`src/rtl/srl_bus_var.sv`:
```
// srl_bus_var: multi-lane delay line with a run-time selectable tap.
// All lanes share one chain of MAX_DELAY stages plus a parallel valid chain.
// The active delay d is a register loaded from delay_sel (clamped to MAX_DELAY);
// d = 0 is a combinational bypass. A fill counter drives busy until the chain
// holds d samples captured since the last reset or load.
// Optional feature macro: SRL_BUS_VAR_OUT_REG_EN adds a register after the tap
// mux (latency d+1, bypass becomes a 1-cycle registered path).
module srl_bus_var #(
    parameter int BUS_WIDTH     = 8,
    parameter int MAX_DELAY     = 16,
    parameter int DEFAULT_DELAY = 1,
    parameter int DELAY_W       = $clog2(MAX_DELAY + 1)
) (
    input  logic                 clk,
    input  logic                 rst,
    input  logic                 en,
    input  logic                 delay_load,
    input  logic [DELAY_W-1:0]   delay_sel,
    input  logic [BUS_WIDTH-1:0] data_input,
    input  logic                 valid_input,
    output logic [BUS_WIDTH-1:0] data_output,
    output logic                 valid_output,
    output logic                 busy
);

`ifdef SRL_BUS_VAR_OUT_REG_EN
    // The output register adds one stage, so the counter must reach MAX_DELAY+1
    // for busy to drop at the largest delay.
    localparam int FC_MAX = MAX_DELAY + 1;
`else
    localparam int FC_MAX = MAX_DELAY;
`endif
    localparam int FC_W = $clog2(FC_MAX + 1);

    if (MAX_DELAY < 1) begin : g_bad_max
        $error("srl_bus_var: MAX_DELAY must be >= 1");
    end
    if (DEFAULT_DELAY < 1 || DEFAULT_DELAY > MAX_DELAY) begin : g_bad_default
        $error("srl_bus_var: DEFAULT_DELAY must be in 1..MAX_DELAY");
    end

    logic [BUS_WIDTH-1:0] s [MAX_DELAY];
    logic [MAX_DELAY-1:0] v;
    logic [DELAY_W-1:0]   d;
    logic [FC_W-1:0]      fc;
    logic [DELAY_W-1:0]   sel_clamped;
    logic [BUS_WIDTH-1:0] tap_data;
    logic                 tap_valid;

    assign sel_clamped = (delay_sel > DELAY_W'(MAX_DELAY)) ? DELAY_W'(MAX_DELAY) : delay_sel;

    // Data chain: shifts on every enabled edge, untouched by loads.
    // NOTE: the data stages are reset (not just the valid bits) because the
    // delayed output must read 0 after reset, not leftover samples.
    always_ff @(posedge clk) begin
        if (rst) begin
            for (int i = 0; i < MAX_DELAY; i++) s[i] <= '0;
        end else if (en) begin
            s[0] <= data_input;
            for (int i = 1; i < MAX_DELAY; i++) s[i] <= s[i-1];
        end
    end

    // Valid chain: shifts with the data, wiped on a load so stale samples never
    // look valid; a sample captured in the load cycle survives as the first one.
    // NOTE: sequential state uses non-blocking assignments so every stage
    // samples the pre-edge value of its neighbour.
    always_ff @(posedge clk) begin
        if (rst) begin
            v <= '0;
        end else if (delay_load) begin
            v    <= '0;
            v[0] <= en & valid_input;
        end else if (en) begin
            v[0] <= valid_input;
            for (int i = 1; i < MAX_DELAY; i++) v[i] <= v[i-1];
        end
    end

    // Active delay and saturating fill counter; a load restarts the fill.
    always_ff @(posedge clk) begin
        if (rst) begin
            d  <= DELAY_W'(DEFAULT_DELAY);
            fc <= '0;
        end else if (delay_load) begin
            d  <= sel_clamped;
            fc <= en ? FC_W'(1) : '0;
        end else if (en && fc != FC_W'(FC_MAX)) begin
            fc <= fc + FC_W'(1);
        end
    end

    // Tap mux: stage d-1 for d >= 1, live input for d = 0.
    // NOTE: defaults are assigned first so no path through this block leaves
    // an output unassigned, which would infer a latch.
    always_comb begin
        tap_data  = '0;
        tap_valid = 1'b0;
        for (int i = 0; i < MAX_DELAY; i++) begin
            if (d == DELAY_W'(i + 1)) begin
                tap_data  = s[i];
                tap_valid = v[i];
            end
        end
        if (d == '0) begin
            tap_data  = data_input;
            tap_valid = valid_input;
        end
    end

`ifdef SRL_BUS_VAR_OUT_REG_EN
    logic [BUS_WIDTH-1:0] out_data;
    logic                 out_valid;

    // Output register: glitch-free outputs; valid is dropped on a load so the
    // old delay's last sample cannot leak into the new fill window.
    always_ff @(posedge clk) begin
        if (rst) begin
            out_data  <= '0;
            out_valid <= 1'b0;
        end else begin
            if (en) out_data <= tap_data;
            if (delay_load) out_valid <= 1'b0;
            else if (en)    out_valid <= tap_valid;
        end
    end

    assign data_output  = out_data;
    assign valid_output = out_valid;
    assign busy         = int'(fc) < (int'(d) + 1);
`else
    assign data_output  = tap_data;
    assign valid_output = tap_valid;
    assign busy         = int'(fc) < int'(d);
`endif

endmodule
```
`config.mk`:
```
export PLATFORM = sky130hd
export DESIGN_NAME = srl_bus_var
export DESIGN_NICKNAME = d
export VERILOG_FILES = /design/src/rtl/srl_bus_var.sv
export SDC_FILE = /design/constraint.sdc
export NUM_CORES = 1
export LEC_CHECK = 0
export ABC_CLOCK_PERIOD_IN_PS = 7200
export BUFFER_PORTS_ARGS = -buffer_cell sky130_fd_sc_hd__buf_2
export CELL_PAD_IN_SITES_DETAIL_PLACEMENT = 1
export CELL_PAD_IN_SITES_GLOBAL_PLACEMENT = 2
export CORE_MARGIN = 2
export CORE_UTILIZATION = 35
export CTS_CLUSTER_DIAMETER = 200
export DETAILED_ROUTE_END_ITERATION = 10
export HOLD_SLACK_MARGIN = 0.06
export PLACE_DENSITY = 0.65
export SYNTH_ARGS = -nofsm -noshare
export SYNTH_HDL_FRONTEND = slang
export SYNTH_SLANG_ARGS = --single-unit
```
`constraint.sdc`:
```
create_clock -name clk -period 7.2 [get_ports clk]
set_input_delay 0.72 -clock clk [delete_from_list [all_inputs] [get_ports clk]]
set_output_delay 0.72 -clock clk [all_outputs]
set_load 0.02 [all_outputs]
```
[Word level (Yosys, flattened, before mapping)]
Memory sizes are Yosys's and may differ from the RTL's.
Cells that the tools add are included.
Storage, ports and cells
  register bits: 26
  bits in writable memories: 128
  bits of input ports: 18
  output and inout port bits: 10
  word-level logic and storage cells: 108
  memories: 1
Memories
  s: depth 16, bits a word 8, read ports 16, clocked after memory_dff 0, wr ports 16, line 42  | logic [BUS_WIDTH-1:0] s [MAX_DELAY];
Cells by class
  add/sub/neg operators: 1
  $lt $le $gt $ge: 2
  equal/unequal tests: 17
  multiplexer cells: 61
  bitwise logic cells: 17
  reductions and logical operators: 5
Operators with widths (number)
  8-bit 2-to-1 mux: 33
  5-bit by 4-bit == test with 1-bit output, second input constant: 8
  1-bit 2-to-1 mux: 25
  5-bit by 3-bit == test with 1-bit output, second input constant: 4
  1-bit bitwise OR: 16
  5-bit 2-to-1 mux: 3
  5-bit by 2-bit == test with 1-bit output, second input constant: 2
  5-bit by 1-bit adder with 5-bit output, second input constant: 1
  5-bit by 1-bit == test with 1-bit output, second input constant: 1
  5-bit == test, second input constant: 1
  5-bit > comparator, second input constant: 1
  5-bit zero test: 1
  5-bit < comparator: 1
  5-bit inequality test, second input constant: 1
  2-bit nonzero test: 2
  2-bit OR reduction: 1
  1-bit AND: 1
  1-bit logical AND: 1

[Depth between registers and ports, before layout]
  word-level depth: 18
  depth in mapped cells: 8
  gate-level depth less buffers: 7

[Worst setup path before layout]
No wires, ideal clock.
  kind: input -> register
  start point: in en
  end point: mem s[0][0] (enable)
  library setup time: 0.433 ns
  arrival time: 2.949 ns
  data required time: 6.767 ns
  path slack: 3.818 ns
  cell stages on the path: 3
  path buffers: 2
  cells stage by stage: clkbuf_1 -> buf_1 -> or2_2
RTL lines
  start: declaration: line 16  | input logic en,
  end: declaration: line 42

[Worst setup path after layout]
  start point: reg d[1]
  end point: out data_output[3]
On the way
  word-level cells in the longest chain between the ends: 18
  elaborated cells on any way between the ends: 34
  those cells by class: 16 x eq/ne; 17 x mux; 1 x reduce/logical
RTL lines
  start: declaration: line 44  | logic [DELAY_W-1:0] d;
  start signal: assignment: line 83  | d <= DELAY_W'(DEFAULT_DELAY);
  start signal: assignment: line 86  | d <= sel_clamped;
  5-bit by 1-bit == test with 1-bit output: line 100  | if (d == DELAY_W'(i + 1)) begin
  8-bit 2-to-1 mux (16 in series): line 100
  8-bit 2-to-1 mux *: line 105  | if (d == '0) begin
  end: declaration: line 21  | output logic [BUS_WIDTH-1:0] data_output,
Every way passes the cells marked *; elsewhere a longest branch is shown, timed or not.

==> key figures <==
Pwr
  • Leakage: 3.13 nW
  • Clk pwr share: 41.8%
  • Comb pwr share: 9.4%
  • Maximum VDD drop: 0.000136 V
  • P per Cell Area: 255 nW/um2
  • P_int: 0.00161 W
  • Sequential share of power: 48.9%
  • Switching pwr: 0.000558 W
  • Sw frac: 25.8%

Timing
  • Worst Tran Pin Value: 1.11 ns
  • Setup WS post-layout: 3.28 ns
  • RSZ-0062 raised after global routing: no
  • Skew final: 0.00656 ns
  • Crit share post-route: 54.5%
  • Peak Freq: 0.255 GHz
  • Setup-failing EPs final: 0
  • Slew margin rel.: 26.2%
  • WHS: 0.513 ns
  • Fin crit period: 3.92 ns
  • Slew Limit Fails: 0
  • Sum Neg Setup Slack: 0 ns
  • Final Hold Vio Count: 0

Global routing
  • First-pass GRT wire length: 34200 um
  • Largest net degree at the start of global routing: 81
  • Vias in the first global route: 5525
  • GR Overflow Total: 0
  • Initial antenna violation count: 0
  • Tot GR Track Use: 20.6%

Yosys
  • Post-synth ARST share: 0%
  • Most common cell in the netlist: edfxtp_1
  • Syn_nets: 676
  • Synth Cell Area: 7570 um2
  • Synth top area share: 50.8%
  • Cells after Synth: 652
  • Biggest area consumer among synthesized cells: edfxtp_1
  • Top_reg_cell synth: edfxtp_1
  • Netlist cell types: 67
  • Most area-consuming cells after synthesis: edfxtp_1, dfxtp_1, and2_1
  • Register bit total from synthesis: 154
  • Synth Area per Inst: 11.6 um2
  • Synth Warn #: 0
  • Seq/Total Area, Yosys: 57.6%
  • Most frequent cells after synthesis: edfxtp_1, and2_1, nor2b_1
  • Number of flops mapped to enable cells by yosys: 128

Die
  • Boundary pin count: 28
  • Initial Util: 35.8%
  • Chip width: 151 um
  • Core box area: 21200 um2
  • Die span in y: 151 um
  • Row count: 53
  • Die ar.: 22800 um2

Worst setup path
  • R2R cell count: 7
  • Crit path max-delay family: simple AND/OR/NAND/NOR gates
  • Largest stage delay on the critical path: 0.66 ns
  • Crit-path cells: buf_4 -> or2_1 -> or3_1 -> nor2_1 -> a2111oi_0 -> a21oi_1 -> buf_2
  • Worst Path Required: 6.48 ns
  • Reg2Reg Capture Point: fc[0]$_SDFFE_PP0P_
  • CP startpoint kind: register
  • Critical Path Fanout Max: 33
  • Crit. End Element: primary output
  • R2R Path Start: fc[0]$_SDFFE_PP0P_
  • Crit path DAT: 3.20 ns
  • Flop2flop setup slack: 5.64 ns
  • Critical path buffers and inverters: 2
  • WS Path Type: reg -> out
  • WP depth: 7
  • Slowest CP cell: or3_1

Detailed routing
  • Via density: 5.54
  • Antenna-violating nets left: 0
  • Routed WL: 22000 um
  • Routed wire per std cell: 23.2 um
  • # DRC: 0
  • Initial DRC Count: 473
  • First-pass detailed-route iteration total: 5
  • Vias: 5253

Worst hold path
  • HP Class: reg -> reg
  • Min-delay src: v[15]$_SDFFE_PP0P_
  • Hold endpoint: v[15]$_SDFFE_PP0P_
  • Hold Path Depth: 2

CTS
  • Num CTS Buffers: 17
  • Setup repair bufs after CTS: 0
  • CTS Hold Bufs: 0
  • Clock root buffer: clkbuf_16
  • H-tree level count: 4
  • Post_cts resized: 0
  • Clk slew on worst S/H paths: 0.06 ns
  • CTS tree: yes
  • CTS Buffer Depth: 2
  • CTS sink cnt: 154
  • Clock latency on the worst-skew pair: 0.44 ns

Status
  • Status: finished, final reports clean

Layout
  • N_diodes: 0
  • Syn-to-layout area delta: 12.1%
  • Final nets: 684
  • Fin cells: 948
  • FF/Latch Area: 4370 um2
  • Footprint of the multi-input gates: 2960 um2
  • Fill count: 2278
  • Fraction of layout instances using a drive strength above 1: 13.7%

Place
  • DP Worst Slack: 3.65 ns
  • IO buf count: 27
  • Hpwl dp: 14100 um
  • Placer Congestion: 0.784
  • Placed Cells: 916

Flow run
  • # Max-Cap Violations: 0
==> stage by stage <==
step	cell area, um2	util (%)	total power [W]
CTS	8490	40.1	0.00219
detailed placement	7920	37.4	0.00128
floorplan	7570	-	0.00120
finish	8490	40.1	0.00217
global placement	7920	37.4	0.00128
global route	8490	40.1	0.00225
==> state kept, by name (all words and copies together), names as in the netlist <==
signal and cells:
d 5, v 16, fc 5, s 128
==> routing by layer <==
| layer | global-route usage (%) | up-vias | share of wire, % |
|---|---|---|---|
| met5 | 0 | - | 0 |
| met4 | 9.81 | 0 | 3.9 |
| met3 | 4.19 | 38 | 3.4 |
| met2 | 32.1 | 126 | 47 |
| met1 | 27.6 | 2679 | 46 |
| li1 | - | 2410 | - |
==> power groups by stage <==
| stage | sequential, W | combinational, W | clock, W |
|---|---|---|---|
| 6_report | 0.00106 | 0.000203 | 0.000905 |
| 5_1_grt | 0.00107 | 0.000222 | 0.000964 |
| 4_1_cts | 0.00106 | 0.000206 | 0.000929 |
| 3_5_place_dp | 0.00108 | 0.000205 | 0 |
| 3_3_place_gp | 0.00108 | 0.000200 | 0 |
| 2_1_floorplan | 0.00106 | 0.000144 | 0 |
==> layout by cell type, fill, tap and decap left out, drive strengths merged, types with 21 or more instances in the layout <==
| master | count |
|---|---|
| edfxtp | 128 |
| nand3 | 21 |
| dfxtp | 26 |
| nor2b | 51 |
| mux2i | 33 |
| a21oi | 27 |
| buf | 35 |
| o21ai | 22 |
| nor2 | 44 |
| and2 | 81 |
==> cell families (layout without fill, tap and decap cells) <==
family	Yosys count	in the layout	synth area share, %
fa+ha+maj	6	6	0.991
mux	37	37	4.96
simple gates	266	266	20.7
flops	154	154	57.6
compound gates	126	126	11.9
buf+inv	60	81	3.44
xor+xnor	3	3	0.347
==> layout make-up <==
type | count | area share, %
clock inverter | 14 | 1.72
tap | 275 | 4.05
inverter | 14 | 0.619
clock buffer | 18 | 5.05
sequential | 154 | 51.4
multi-input combinational | 438 | 34.8
timing repair buffer | 35 | 2.30
==> how the worst max path moves through the flow <==
| stage | startpoint | endpoint | slack [ns] |
|---|---|---|---|
| 2_1_floorplan | en | s[0][0]$_SDFFCE_PN0P_ | 3.82 |
| 3_3_place_gp | rst | s[1][42]$_SDFFCE_PP0P_ | 3.75 |
| 5_1_grt | d[3]$_SDFFE_PP0P_ | valid_output | 3.12 |
| 4_1_cts | d[1]$_SDFFE_PP0P_ | data_output[3] | 3.27 |
| 3_5_place_dp | rst | s[1][42]$_SDFFCE_PP0P_ | 3.65 |
| 6_report | d[1]$_SDFFE_PP0P_ | data_output[3] | 3.28 |
==> tightest hold or removal path: cells and delay by family, from the launching register on <==
kind,cells,cell delay [ns]
AND/OR/NAND/NOR,1,0.08
multiplexers,1,0.07
flip-flops,1,0.33
Note: power is estimated with default switching activity, not from simulation.
